<file path="config.mk">
export PLATFORM = sky130hd
export DESIGN_NAME = mem_burst_reader_flat
export DESIGN_NICKNAME = d
export VERILOG_FILES = /design/src/rtl/mem_burst_reader_if.sv /design/src/rtl/mem_burst_reader.sv /design/src/flat_wrapper.sv
export SDC_FILE = /design/constraint.sdc
export NUM_CORES = 1
export LEC_CHECK = 0
export CAP_MARGIN = 20
export CORE_AREA = 10 10 162 164
export DETAILED_ROUTE_END_ITERATION = 12
export DIE_AREA = 0 0 172 174
export PLACE_DENSITY = 0.59
export SYNTH_ARGS = -nofsm -noshare
export SYNTH_HDL_FRONTEND = slang
export SYNTH_SLANG_ARGS = --single-unit
</file>
<file path="constraint.sdc">
create_clock -name clk -period 2.55 [get_ports clk]
set_input_delay 0.51 -clock clk [delete_from_list [all_inputs] [get_ports clk]]
set_output_delay 0.51 -clock clk [all_outputs]
set_load 0.01 [all_outputs]
</file>
<file path="src/rtl/mem_burst_reader_if.sv">
// mem_burst_reader_if
// Bundles every signal of the burst reader except clk/rst:
//   cmd_*  : burst command (start address, length-1) with valid/ready
//   r_*    : memory read port (address request/grant, returned data)
//   out_*  : response stream with last marker
//   err    : sticky flag for read data returned with nothing outstanding
// Modports:
//   master : the reader itself
//   slave  : the environment (command source, memory, stream consumer)
interface mem_burst_reader_if #(
  parameter int DATA_WIDTH = 32,
  parameter int ADDR_WIDTH = 4
);
  logic                  cmd_valid;
  logic                  cmd_ready;
  logic [ADDR_WIDTH-1:0] cmd_addr;
  logic [ADDR_WIDTH-1:0] cmd_len;
  logic [ADDR_WIDTH-1:0] r_addr;
  logic                  r_avalid;
  logic                  r_aready;
  logic                  r_dvalid;
  logic [DATA_WIDTH-1:0] r_data;
  logic                  out_valid;
  logic                  out_ready;
  logic [DATA_WIDTH-1:0] out_data;
  logic                  out_last;
  logic                  err;

  modport master (
    input  cmd_valid, cmd_addr, cmd_len, r_aready, r_dvalid, r_data, out_ready,
    output cmd_ready, r_addr, r_avalid, out_valid, out_data, out_last, err
  );

  modport slave (
    output cmd_valid, cmd_addr, cmd_len, r_aready, r_dvalid, r_data, out_ready,
    input  cmd_ready, r_addr, r_avalid, out_valid, out_data, out_last, err
  );
endinterface

</file>
<file path="src/rtl/mem_burst_reader.sv">
// mem_burst_reader
// Read master for one port of a shared memory. Accepts a burst command,
// issues one read address per granted request, buffers returned words in a
// small first-word-fall-through FIFO and streams them out with a last marker.
// A credit scheme (outstanding reads + FIFO occupancy <= FIFO_DEPTH) ensures
// returned data always has room, since the memory data path cannot stall.
// Ports:
//   clk, rst : clock, synchronous active-high reset (shared with the memory)
//   bus      : mem_burst_reader_if.master (command, memory read port,
//              output stream, sticky err)
module mem_burst_reader #(
  parameter int DATA_WIDTH = 32,
  parameter int ADDR_WIDTH = 4,
  parameter int FIFO_DEPTH = 4
) (
  input  logic               clk,
  input  logic               rst,
  mem_burst_reader_if.master bus
);

  localparam int CNT_W = $clog2(FIFO_DEPTH + 1);
  localparam int PTR_W = $clog2(FIFO_DEPTH);
  localparam logic [CNT_W:0]      DEPTH_C = (CNT_W + 1)'(FIFO_DEPTH);
  localparam logic [ADDR_WIDTH:0] ONE_W   = (ADDR_WIDTH + 1)'(1);

  localparam logic [1:0] ST_IDLE  = 2'd0;
  localparam logic [1:0] ST_ISSUE = 2'd1;
  localparam logic [1:0] ST_DRAIN = 2'd2;

  logic [1:0]            state_reg, state_next;
  logic [ADDR_WIDTH-1:0] ptr_reg, ptr_next;
  logic [ADDR_WIDTH:0]   remaining_reg, remaining_next;
  logic [ADDR_WIDTH:0]   out_beats_reg, out_beats_next;
  logic [CNT_W-1:0]      outstanding_reg, outstanding_next;
  logic [CNT_W-1:0]      count_reg, count_next;
  logic [PTR_W-1:0]      wr_ptr_reg, rd_ptr_reg;
  logic                  err_reg;

  logic [DATA_WIDTH-1:0] fifo_mem [FIFO_DEPTH];

  logic [CNT_W:0] credits_used;
  logic           cmd_ready;
  logic           cmd_hs;
  logic           r_avalid;
  logic           addr_hs;
  logic           wr_en;
  logic           spurious;
  logic           out_valid;
  logic           out_last;
  logic           pop;

  // Credits cover both words still in flight and words already buffered.
  assign credits_used = {1'b0, outstanding_reg} + {1'b0, count_reg};

  assign cmd_ready = (state_reg == ST_IDLE) && !rst;
  assign cmd_hs    = bus.cmd_valid && cmd_ready;
  // Credits can only shrink by issuing, so once raised r_avalid holds until
  // its handshake and the address stays put.
  assign r_avalid  = (state_reg == ST_ISSUE) && (credits_used < DEPTH_C);
  assign addr_hs   = r_avalid && bus.r_aready;

  // Data with nothing outstanding cannot belong to us: drop it, flag it.
  assign wr_en    = bus.r_dvalid && (outstanding_reg != '0);
  assign spurious = bus.r_dvalid && (outstanding_reg == '0);

  assign out_valid = (count_reg != '0);
  assign out_last  = out_valid && (out_beats_reg == ONE_W);
  assign pop       = out_valid && bus.out_ready;

  assign bus.cmd_ready = cmd_ready;
  assign bus.r_avalid  = r_avalid;
  assign bus.r_addr    = (state_reg == ST_ISSUE) ? ptr_reg : '0;
  assign bus.out_valid = out_valid;
  assign bus.out_last  = out_last;
  // Gate with out_valid so stale RAM contents never show on the stream.
  assign bus.out_data  = out_valid ? fifo_mem[rd_ptr_reg] : '0;
  assign bus.err       = err_reg;

  always_comb begin
    state_next     = state_reg;
    ptr_next       = ptr_reg;
    remaining_next = remaining_reg;
    out_beats_next = out_beats_reg;
    case (state_reg)
      ST_IDLE: begin
        if (cmd_hs) begin
          state_next     = ST_ISSUE;
          ptr_next       = bus.cmd_addr;
          remaining_next = {1'b0, bus.cmd_len} + ONE_W;
          out_beats_next = {1'b0, bus.cmd_len} + ONE_W;
        end
      end
      ST_ISSUE: begin
        if (addr_hs) begin
          ptr_next       = ptr_reg + 1'b1;   // wraps modulo 2^ADDR_WIDTH
          remaining_next = remaining_reg - ONE_W;
          if (remaining_reg == ONE_W) begin
            state_next = ST_DRAIN;
          end
        end
      end
      ST_DRAIN: begin
      end
      default: state_next = ST_IDLE;
    endcase
    if (pop) begin
      out_beats_next = out_beats_reg - ONE_W;
      // The last word can only be popped after every address was issued.
      if (out_last && (state_reg == ST_DRAIN)) begin
        state_next = ST_IDLE;
      end
    end
  end

  always_comb begin
    outstanding_next = outstanding_reg;
    case ({addr_hs, wr_en})
      2'b10:   outstanding_next = outstanding_reg + 1'b1;
      2'b01:   outstanding_next = outstanding_reg - 1'b1;
      default: outstanding_next = outstanding_reg;
    endcase
  end

  always_comb begin
    count_next = count_reg;
    case ({wr_en, pop})
      2'b10:   count_next = count_reg + 1'b1;
      2'b01:   count_next = count_reg - 1'b1;
      default: count_next = count_reg;
    endcase
  end

  always_ff @(posedge clk) begin
    if (rst) begin
      state_reg       <= ST_IDLE;
      ptr_reg         <= '0;
      remaining_reg   <= '0;
      out_beats_reg   <= '0;
      outstanding_reg <= '0;
      count_reg       <= '0;
      wr_ptr_reg      <= '0;
      rd_ptr_reg      <= '0;
      err_reg         <= 1'b0;
    end else begin
      state_reg       <= state_next;
      ptr_reg         <= ptr_next;
      remaining_reg   <= remaining_next;
      out_beats_reg   <= out_beats_next;
      outstanding_reg <= outstanding_next;
      count_reg       <= count_next;
      if (wr_en) begin
        wr_ptr_reg <= wr_ptr_reg + 1'b1;
      end
      if (pop) begin
        rd_ptr_reg <= rd_ptr_reg + 1'b1;
      end
      if (spurious) begin
        err_reg <= 1'b1;
      end
    end
  end

  // Storage has no reset; occupancy is tracked by count_reg. A write while
  // full and popping lands on the slot being read out this same cycle.
  always_ff @(posedge clk) begin
    if (wr_en) begin
      fifo_mem[wr_ptr_reg] <= bus.r_data;
    end
  end

endmodule
</file>
<file path="src/flat_wrapper.sv">
// flat-port wrapper written by rule: the top's interface ports become plain ports
module mem_burst_reader_flat 
#(
  parameter int DATA_WIDTH = 32,
  parameter int ADDR_WIDTH = 4,
  parameter int FIFO_DEPTH = 4
)
  (clk, rst, bus_cmd_valid, bus_cmd_addr, bus_cmd_len, bus_r_aready, bus_r_dvalid, bus_r_data, bus_out_ready, bus_cmd_ready, bus_r_addr, bus_r_avalid, bus_out_valid, bus_out_data, bus_out_last, bus_err);
  mem_burst_reader_if #(.DATA_WIDTH(DATA_WIDTH), .ADDR_WIDTH(ADDR_WIDTH)) bus_i ();
  input  logic clk;
  input  logic rst;
  input wire logic [$bits(bus_i.cmd_valid)-1:0] bus_cmd_valid;
  input wire logic [$bits(bus_i.cmd_addr)-1:0] bus_cmd_addr;
  input wire logic [$bits(bus_i.cmd_len)-1:0] bus_cmd_len;
  input wire logic [$bits(bus_i.r_aready)-1:0] bus_r_aready;
  input wire logic [$bits(bus_i.r_dvalid)-1:0] bus_r_dvalid;
  input wire logic [$bits(bus_i.r_data)-1:0] bus_r_data;
  input wire logic [$bits(bus_i.out_ready)-1:0] bus_out_ready;
  output wire logic [$bits(bus_i.cmd_ready)-1:0] bus_cmd_ready;
  output wire logic [$bits(bus_i.r_addr)-1:0] bus_r_addr;
  output wire logic [$bits(bus_i.r_avalid)-1:0] bus_r_avalid;
  output wire logic [$bits(bus_i.out_valid)-1:0] bus_out_valid;
  output wire logic [$bits(bus_i.out_data)-1:0] bus_out_data;
  output wire logic [$bits(bus_i.out_last)-1:0] bus_out_last;
  output wire logic [$bits(bus_i.err)-1:0] bus_err;
  assign bus_i.cmd_valid = bus_cmd_valid;
  assign bus_i.cmd_addr = bus_cmd_addr;
  assign bus_i.cmd_len = bus_cmd_len;
  assign bus_i.r_aready = bus_r_aready;
  assign bus_i.r_dvalid = bus_r_dvalid;
  assign bus_i.r_data = bus_r_data;
  assign bus_i.out_ready = bus_out_ready;
  assign bus_cmd_ready = bus_i.cmd_ready;
  assign bus_r_addr = bus_i.r_addr;
  assign bus_r_avalid = bus_i.r_avalid;
  assign bus_out_valid = bus_i.out_valid;
  assign bus_out_data = bus_i.out_data;
  assign bus_out_last = bus_i.out_last;
  assign bus_err = bus_i.err;
  mem_burst_reader #(.DATA_WIDTH(DATA_WIDTH), .ADDR_WIDTH(ADDR_WIDTH), .FIFO_DEPTH(FIFO_DEPTH)) u_core (.clk(clk), .rst(rst), .bus(bus_i));
endmodule
</file>
# Word level (Yosys, flattened, before mapping)
# Memories as Yosys holds them, arrays and structs flattened. A register that Yosys moved wholly into a read port is not among the register bits.
# Cells that the tools add are included.
[totals] reg_bits=27 word_cells=75 out_inout_bits=41 mem_count=1 mem_bits_rw=128 inputBits=46
[mem_list] name="u_core.fifo_mem" words=4 width=32 rd=1 rd_ports_with_merged_regs=1 write_ports=1 line_no="mem_burst_reader.sv:39" text="logic [DATA_WIDTH-1:0] fifo_mem [FIFO_DEPTH];"
[classes] n_mux=22 n_reduce_logical=21 n_lt_le_gt_ge=1 n_eq_ne=10 addsub=11
[op_table] operator="$mux 32" count=1
[op_table] operator="$mux 5" count=4
[op_table] operator="$mux 2" count=7
[op_table] operator="$mux 4" count=3
[op_table] operator="$pmux 3 s2" count=2
[op_table] operator="$eq 5x1->1 const B" count=2
[op_table] operator="$pmux 5 s2" count=1
[op_table] operator="$reduce_bool 2->1" count=5
[op_table] operator="$sub 5x1->5 const B" count=2
[op_table] operator="$logic_and 1x1->1" count=9
[op_table] operator="$pmux 4 s2" count=1
[op_table] operator="$add 3x1->3 const B" count=2
[op_table] operator="$eq 2x1->1 const B" count=3
[op_table] operator="$eq 2x2->1 const B" count=3
[op_table] operator="$pmux 2 s3" count=1
[op_table] operator="$reduce_bool 3->1" count=2
[op_table] operator="$sub 3x1->3 const B" count=2
[op_table] operator="$add 4x1->5 const B" count=1
[op_table] operator="$add 2x1->2 const B" count=2
[op_table] operator="$add 3x3->4" count=1
[op_table] operator="$add 4x1->4 const B" count=1
[op_table] operator="$lt 4x3->1 const B" count=1
[op_table] operator="$ne 2x1->1 const B" count=2
[op_table] operator="$logic_not 3->1" count=1
[op_table] operator="5 further kinds" count=6

# Longest topological paths before layout
# Gate-level depths: netlist (run 1).
[logic_depth] depth_word=8 ltp_mapped=10 depth_no_buf=9

# Least setup slack after synthesis (run 1)
# OpenSTA, ideal clock, no wires.
[synth_timing] kind="register -> register" from="register u_core.count_reg[1]" to="register u_core.outstanding_reg[2]" required_time_ns=2.480 t_arrival_ns=2.051 synth_period_minus_slack_ns=2.121 setup_slack_ns=0.429 stages_incl_launch_ff=10 setup_ns=0.070 path_buffers=0 cell_sequence="dfxtp_1 -> ha_1 -> nand3_1 -> nand4_1 -> ha_1 -> inv_1 -> fa_1 -> xor2_1 -> or3_1 -> a21oi_1"
[synth_via] elab_chain_len=6 elab_cells_between_ends=8 classes_between="1 x add/sub; 1 x order compare; 2 x eq/ne; 1 x mux; 3 x reduce/logical"
[synth_lines] item="from (decl)" line_no="mem_burst_reader.sv:35" text="logic [CNT_W-1:0] count_reg, count_next;"
[synth_lines] item="from (signal assigned)" line_no="mem_burst_reader.sv:150" text="count_reg <= count_next;"
[synth_lines] item="$add 3x3->4 *" line_no="mem_burst_reader.sv:53" text="assign credits_used = {1'b0, outstanding_reg} + {1'b0, count_reg};"
[synth_lines] item="$lt 4x3->1 *" line_no="mem_burst_reader.sv:59" text="assign r_avalid = (state_reg == ST_ISSUE) && (credits_used < DEPTH_C);"
[synth_lines] item="$logic_and 1x1->1 *" line_no="mem_burst_reader.sv:59"
[synth_lines] item="$logic_and 1x1->1 *" line_no="mem_burst_reader.sv:60" text="assign addr_hs = r_avalid && bus.r_aready;"
[synth_lines] item="$eq 2x1->1 or $eq 2x2->1 (tied branches)" line_no="mem_burst_reader.sv:117" text="case ({addr_hs, wr_en})"
[synth_lines] item="$pmux 3 s2 or $reduce_bool 2->1 (tied branches)"
[synth_lines] item="to (signal assigned)" line_no="mem_burst_reader.sv:149" text="outstanding_reg <= outstanding_next;"
[synth_lines] item="to (decl)" line_no="mem_burst_reader.sv:34" text="logic [CNT_W-1:0] outstanding_reg, outstanding_next;"
# Every way passes the cells marked *; elsewhere a longest branch is shown, timed or not.
# A chain may end at the register's enable or synchronous reset.

==> tab_implementation.tex, run 1 <==
\begin{tabular}{lr}
\hline
Metric & Value \\
\hline
\multicolumn{2}{l}{\textbf{Die}} \\
\quad Core area & 23100 µm² \\
\quad Number of rows in the core area & 56 \\
\quad Vertical extent of the die & 174 µm \\
\quad Die boundary width & 172 µm \\
\quad Effective utilization at floorplan & 28.3\% \\
\quad Die outline area & 29900 µm² \\
\quad IO Count & 87 \\
\multicolumn{2}{l}{\textbf{Cells and area}} \\
\quad Most common cell after layout, fill and taps aside & sky130\_fd\_sc\_hd\_\_edfxtp\_1 \\
\quad Layout filler cell count & 2177 \\
\quad Final core area utilization & 36.9\% \\
\quad Ratio of cells with drive above 1 in the final layout & 20.8\% \\
\quad Number of flip-flops in the largest register & 128 \\
\quad Antenna diode count & 0 \\
\quad Layout area overhead & 30.7\% \\
\quad Commonest cells after routing, fill and taps aside & sky130\_fd\_sc\_hd\_\_edfxtp\_1 (128), sky130\_fd\_sc\_hd\_\_clkdlybuf4s50\_1 (53), sky130\_fd\_sc\_hd\_\_nor2b\_1 (37), sky130\_fd\_sc\_hd\_\_mux4\_2 (32), sky130\_fd\_sc\_hd\_\_nor2\_1 (27) \\
\quad Final non-filler cell total & 820 \\
\quad Post-layout net count & 579 \\
\multicolumn{2}{l}{\textbf{Drt}} \\
\quad Detailed router's first-iteration violation count & 193 \\
\quad Number of nets with antenna violations after detailed routing & 0 \\
\quad First-pass DRT Iterations & 5 \\
\quad Post-detailed-route wirelength per cell & 17.9 µm \\
\quad Vias per std cell & 4.65 \\
\quad Via total after detailed routing & 3815 \\
\quad DRT Wirelength & 14700 µm \\
\quad Final routed DRC violation total & 0 \\
\multicolumn{2}{l}{\textbf{Flow run}} \\
\quad Max-cap violations & 0 \\
\multicolumn{2}{l}{\textbf{Global routing}} \\
\quad Global routing usage on met3 & 3.83\% \\
\quad Layer with the highest usage after global routing & met2 \\
\quad GRT Resource Usage Total & 10.3\% \\
\quad Maximum number of pins on one net before global-route repair & 33 \\
\quad Total global routing overflow & 0 \\
\quad Global-route wire length before repair & 23500 µm \\
\quad Number of antenna violations at the first check in global routing & 0 \\
\quad Vias in the first global route & 4187 \\
\quad GR met1 Demand/Resource & 11.8\% \\
\quad Met2 usage in global routing & 17.3\% \\
\multicolumn{2}{l}{\textbf{Timing}} \\
\quad Max-slew violations & 0 \\
\quad Max frequency & 406 MHz \\
\quad Final worst clock skew & 7.27 ps \\
\quad Final period util & 96.5\% \\
\quad Worst hold margin & 480 ps \\
\quad Unrepaired setup endpoints after global routing & yes \\
\quad Post-route minimum period & 2460 ps \\
\quad Final Hold Vio Count & 0 \\
\quad Final Setup Violations & 0 \\
\quad Worst relative slew slack & 65.9\% \\
\quad Final worst slack & 89.8 ps \\
\quad Slew of the pin with the lowest slew margin & 510 ps \\
\multicolumn{2}{l}{\textbf{Logic synthesis}} \\
\quad Unique cell type count in the Yosys netlist & 41 \\
\quad Post-Synthesis Cell Area & 6530 µm² \\
\quad Dominant register cell in the synthesized netlist & sky130\_fd\_sc\_hd\_\_edfxtp\_1 \\
\quad Number of flops mapped to enable cells by yosys & 128 \\
\quad Syn Nets & 469 \\
\quad Post-synthesis average cell area & 16.1 µm² \\
\quad Ys Warns & 0 \\
\quad Mapped Cells & 407 \\
\quad Yosys reg bits & 157 \\
\quad Async set or reset register ratio after synthesis & 0\% \\
\quad Proportion of synthesized chip area in sequential cells & 67.7\% \\
\multicolumn{2}{l}{\textbf{Worst setup path}} \\
\quad Arrival time reported for the critical path endpoint & 1950 ps \\
\quad Slowest cell delay on critical path & 500 ps \\
\quad Critical path type & flop to output port \\
\quad Endpoint type of the worst setup path & output port \\
\quad Register-to-register setup slack & 190 ps \\
\quad Worst reg2reg startpoint & u\_core.count\_reg[2]\$\_SDFFE\_PP0P\_ \\
\quad Max FO, Critical Path & 8 \\
\quad Critical path, cell by cell & buf\_16 -> mux4\_2 -> nor2b\_1 -> dlygate4sd2\_1 \\
\quad Worst Reg-to-Reg Cells & 10 \\
\quad WP data required & 2040 ps \\
\quad R2r endpoint & u\_core.outstanding\_reg[2]\$\_SDFFE\_PP0P\_ \\
\quad Nature of the critical path startpoint & flop \\
\quad Master of the slowest instance on the critical path & sky130\_fd\_sc\_hd\_\_mux4\_2 \\
\multicolumn{2}{l}{\textbf{Pwr}} \\
\quad Total power consumption of the routed design & 8.08 mW \\
\quad Static leakage & 2.85 nW \\
\quad Pwr dens & 947 nW/µm² \\
\quad Maximum vdd ir drop & 0.391 mV \\
\multicolumn{2}{l}{\textbf{Hold path}} \\
\quad Number of stages on the worst hold path & 2 \\
\quad Endpoint with the worst hold slack & u\_core.remaining\_reg[1]\$\_SDFFE\_PP0P\_ \\
\quad Hold path startpoint & u\_core.remaining\_reg[1]\$\_SDFFE\_PP0P\_ \\
\quad HP Class & flop to flop \\
\multicolumn{2}{l}{\textbf{Placed design}} \\
\quad Routability congestion estimate & 0.794 \\
\quad \# placed instances & 783 \\
\quad Number of buffer cells added on primary ports & 86 \\
\quad Hpwl dp & 9150 µm \\
\quad Post-placement setup slack & -29.1 ps \\
\multicolumn{2}{l}{\textbf{Clock network}} \\
\quad Total clock buffers created by CTS & 17 \\
\quad Sinks on the clock net & 157 \\
\quad Number of H-tree branching levels & 4 \\
\quad Clock Tree Root & sky130\_fd\_sc\_hd\_\_clkbuf\_16 \\
\quad Clock latency of the later-clocked register in the worst-skew pair & 420 ps \\
\quad Worst-path clk slew & 70 ps \\
\quad Post-CTS Hold Fix Bufs & 0 \\
\quad CTS tree & yes \\
\quad Buffer depth of the longest clock path & 2 \\
\multicolumn{2}{l}{\textbf{Outcome}} \\
\quad Status & finished, final reports clean \\
\hline
\end{tabular}
[layer usage]
metal / up-vias / share of wire [%]
met3: 17 / 6.1
met5: - / 0
met1: 1935 / 41
met4: 0 / 1.5
li1: 1764 / -
met2: 99 / 51
[cells in the mapped netlist (all sizes together) (2+ instances only)]
cell    count  area share, %
a211oi      2           0.23
a21o        2           0.23
a21oi      17            1.3
a31oi       5           0.48
and2        9           0.86
buf         9           0.65
clkbuf      9           0.52
dfxtp      29            8.9
edfxtp    128             59
fa          2           0.61
ha         14            2.7
inv        16           0.92
mux4       32             11
nand2       9           0.52
nand2b      6           0.57
nand3       6           0.46
nand3b      3           0.34
nand4       2           0.19
nor2       27            1.6
nor2b      37            3.5
nor3        7           0.61
o21ai       8           0.61
o32ai       3           0.40
or3         4           0.38
xnor2       3           0.40
xor2        6           0.80
[through the flow]
step | instance area, µm² | setup TNS [ps]
after floorplan | 6530 | 0
after CTS | 8520 | -81.8
after global routing | 8540 | -0.961
final | 8540 | 0
after global placement | 7900 | 0
after detailed placement | 7900 | -34.2
[how the worst max path moves through the flow]
stage                                          start                                endpoint  slack, ps  depth (start not counted)
floorplan           u_core.count_reg[1]$_SDFFE_PP0P_  u_core.outstanding_reg[2]$_SDFFE_PP0P_        430                          9
global placement                        bus_r_dvalid        u_core.count_reg[2]$_SDFFE_PP0P_          9                         10
detailed placement                      bus_r_dvalid        u_core.count_reg[2]$_SDFFE_PP0P_        -30                         10
CTS                                             flop                        bus_out_data[19]        -20                          6
global route                                    flop                        bus_out_data[19]         -1                          5
finish                                          flop                        bus_out_data[20]         90                          4
[report_power, final]
part / total, mW / leakage (nW) / switching, mW / internal [mW]
clock network: 2.43 / 0.286 / 1.12 / 1.30
logic: 2.44 / 1.17 / 1.20 / 1.24
registers: 3.22 / 1.39 / 0.157 / 3.06
[critical path, delay by kind of cell (launching register included)]
family | cells | cell delay, ps
muxes | 1 | 500
buffers and inverters | 2 | 460
DFF | 1 | 430
and+or+nand+nor | 1 | 140
[final cells by class]
class	instances	area (µm²)	share of cell area [%]
inverters	16	60.1	0.704
clock buffers	17	425	4.98
multi-input cells	216	1990	23.4
well taps	290	363	4.25
repair buffers	109	1110	13.0
flip-flops and latches	157	4430	51.9
clock inverters	15	148	1.73
[cells by family (layout without fill, tap and decap cells)]
kind of cell,Yosys count,count (layout),share of synthesized area [%]
DFF,157,157,67.7
and+or+nand+nor,114,114,9.81
AOI/OAI and AO/OA,44,44,4.69
buffers and inverters,34,157,2.09
muxes,33,33,11.2
adders and majority gates,16,16,3.29
xor gates and xnor gates,9,9,1.21
[what timing repair did]
| action | CTS | global route |
|---|---|---|
| gates cloned | 3 | 0 |
| pin swaps | 1 | 0 |
| endpoints found under the hold margin | 0 | 0 |
| setup buffers | 3 | 0 |
| resized for setup | 65 | 20 |
| setup endpoints to repair | 33 | 29 |
(Power assumes the default switching activity.)
==> run 2: changes to the inputs <==
--- a/config.mk
+++ b/config.mk
@@ -9,6 +9,7 @@
 export CORE_AREA = 10 10 162 164
 export DETAILED_ROUTE_END_ITERATION = 12
 export DIE_AREA = 0 0 172 174
+export HOLD_SLACK_MARGIN = 0.08
 export PLACE_DENSITY = 0.59
 export SYNTH_ARGS = -nofsm -noshare
 export SYNTH_HDL_FRONTEND = slang
==> results of run 2 <==
No change in the layout: final DEF, timing and power equal those of run 1.
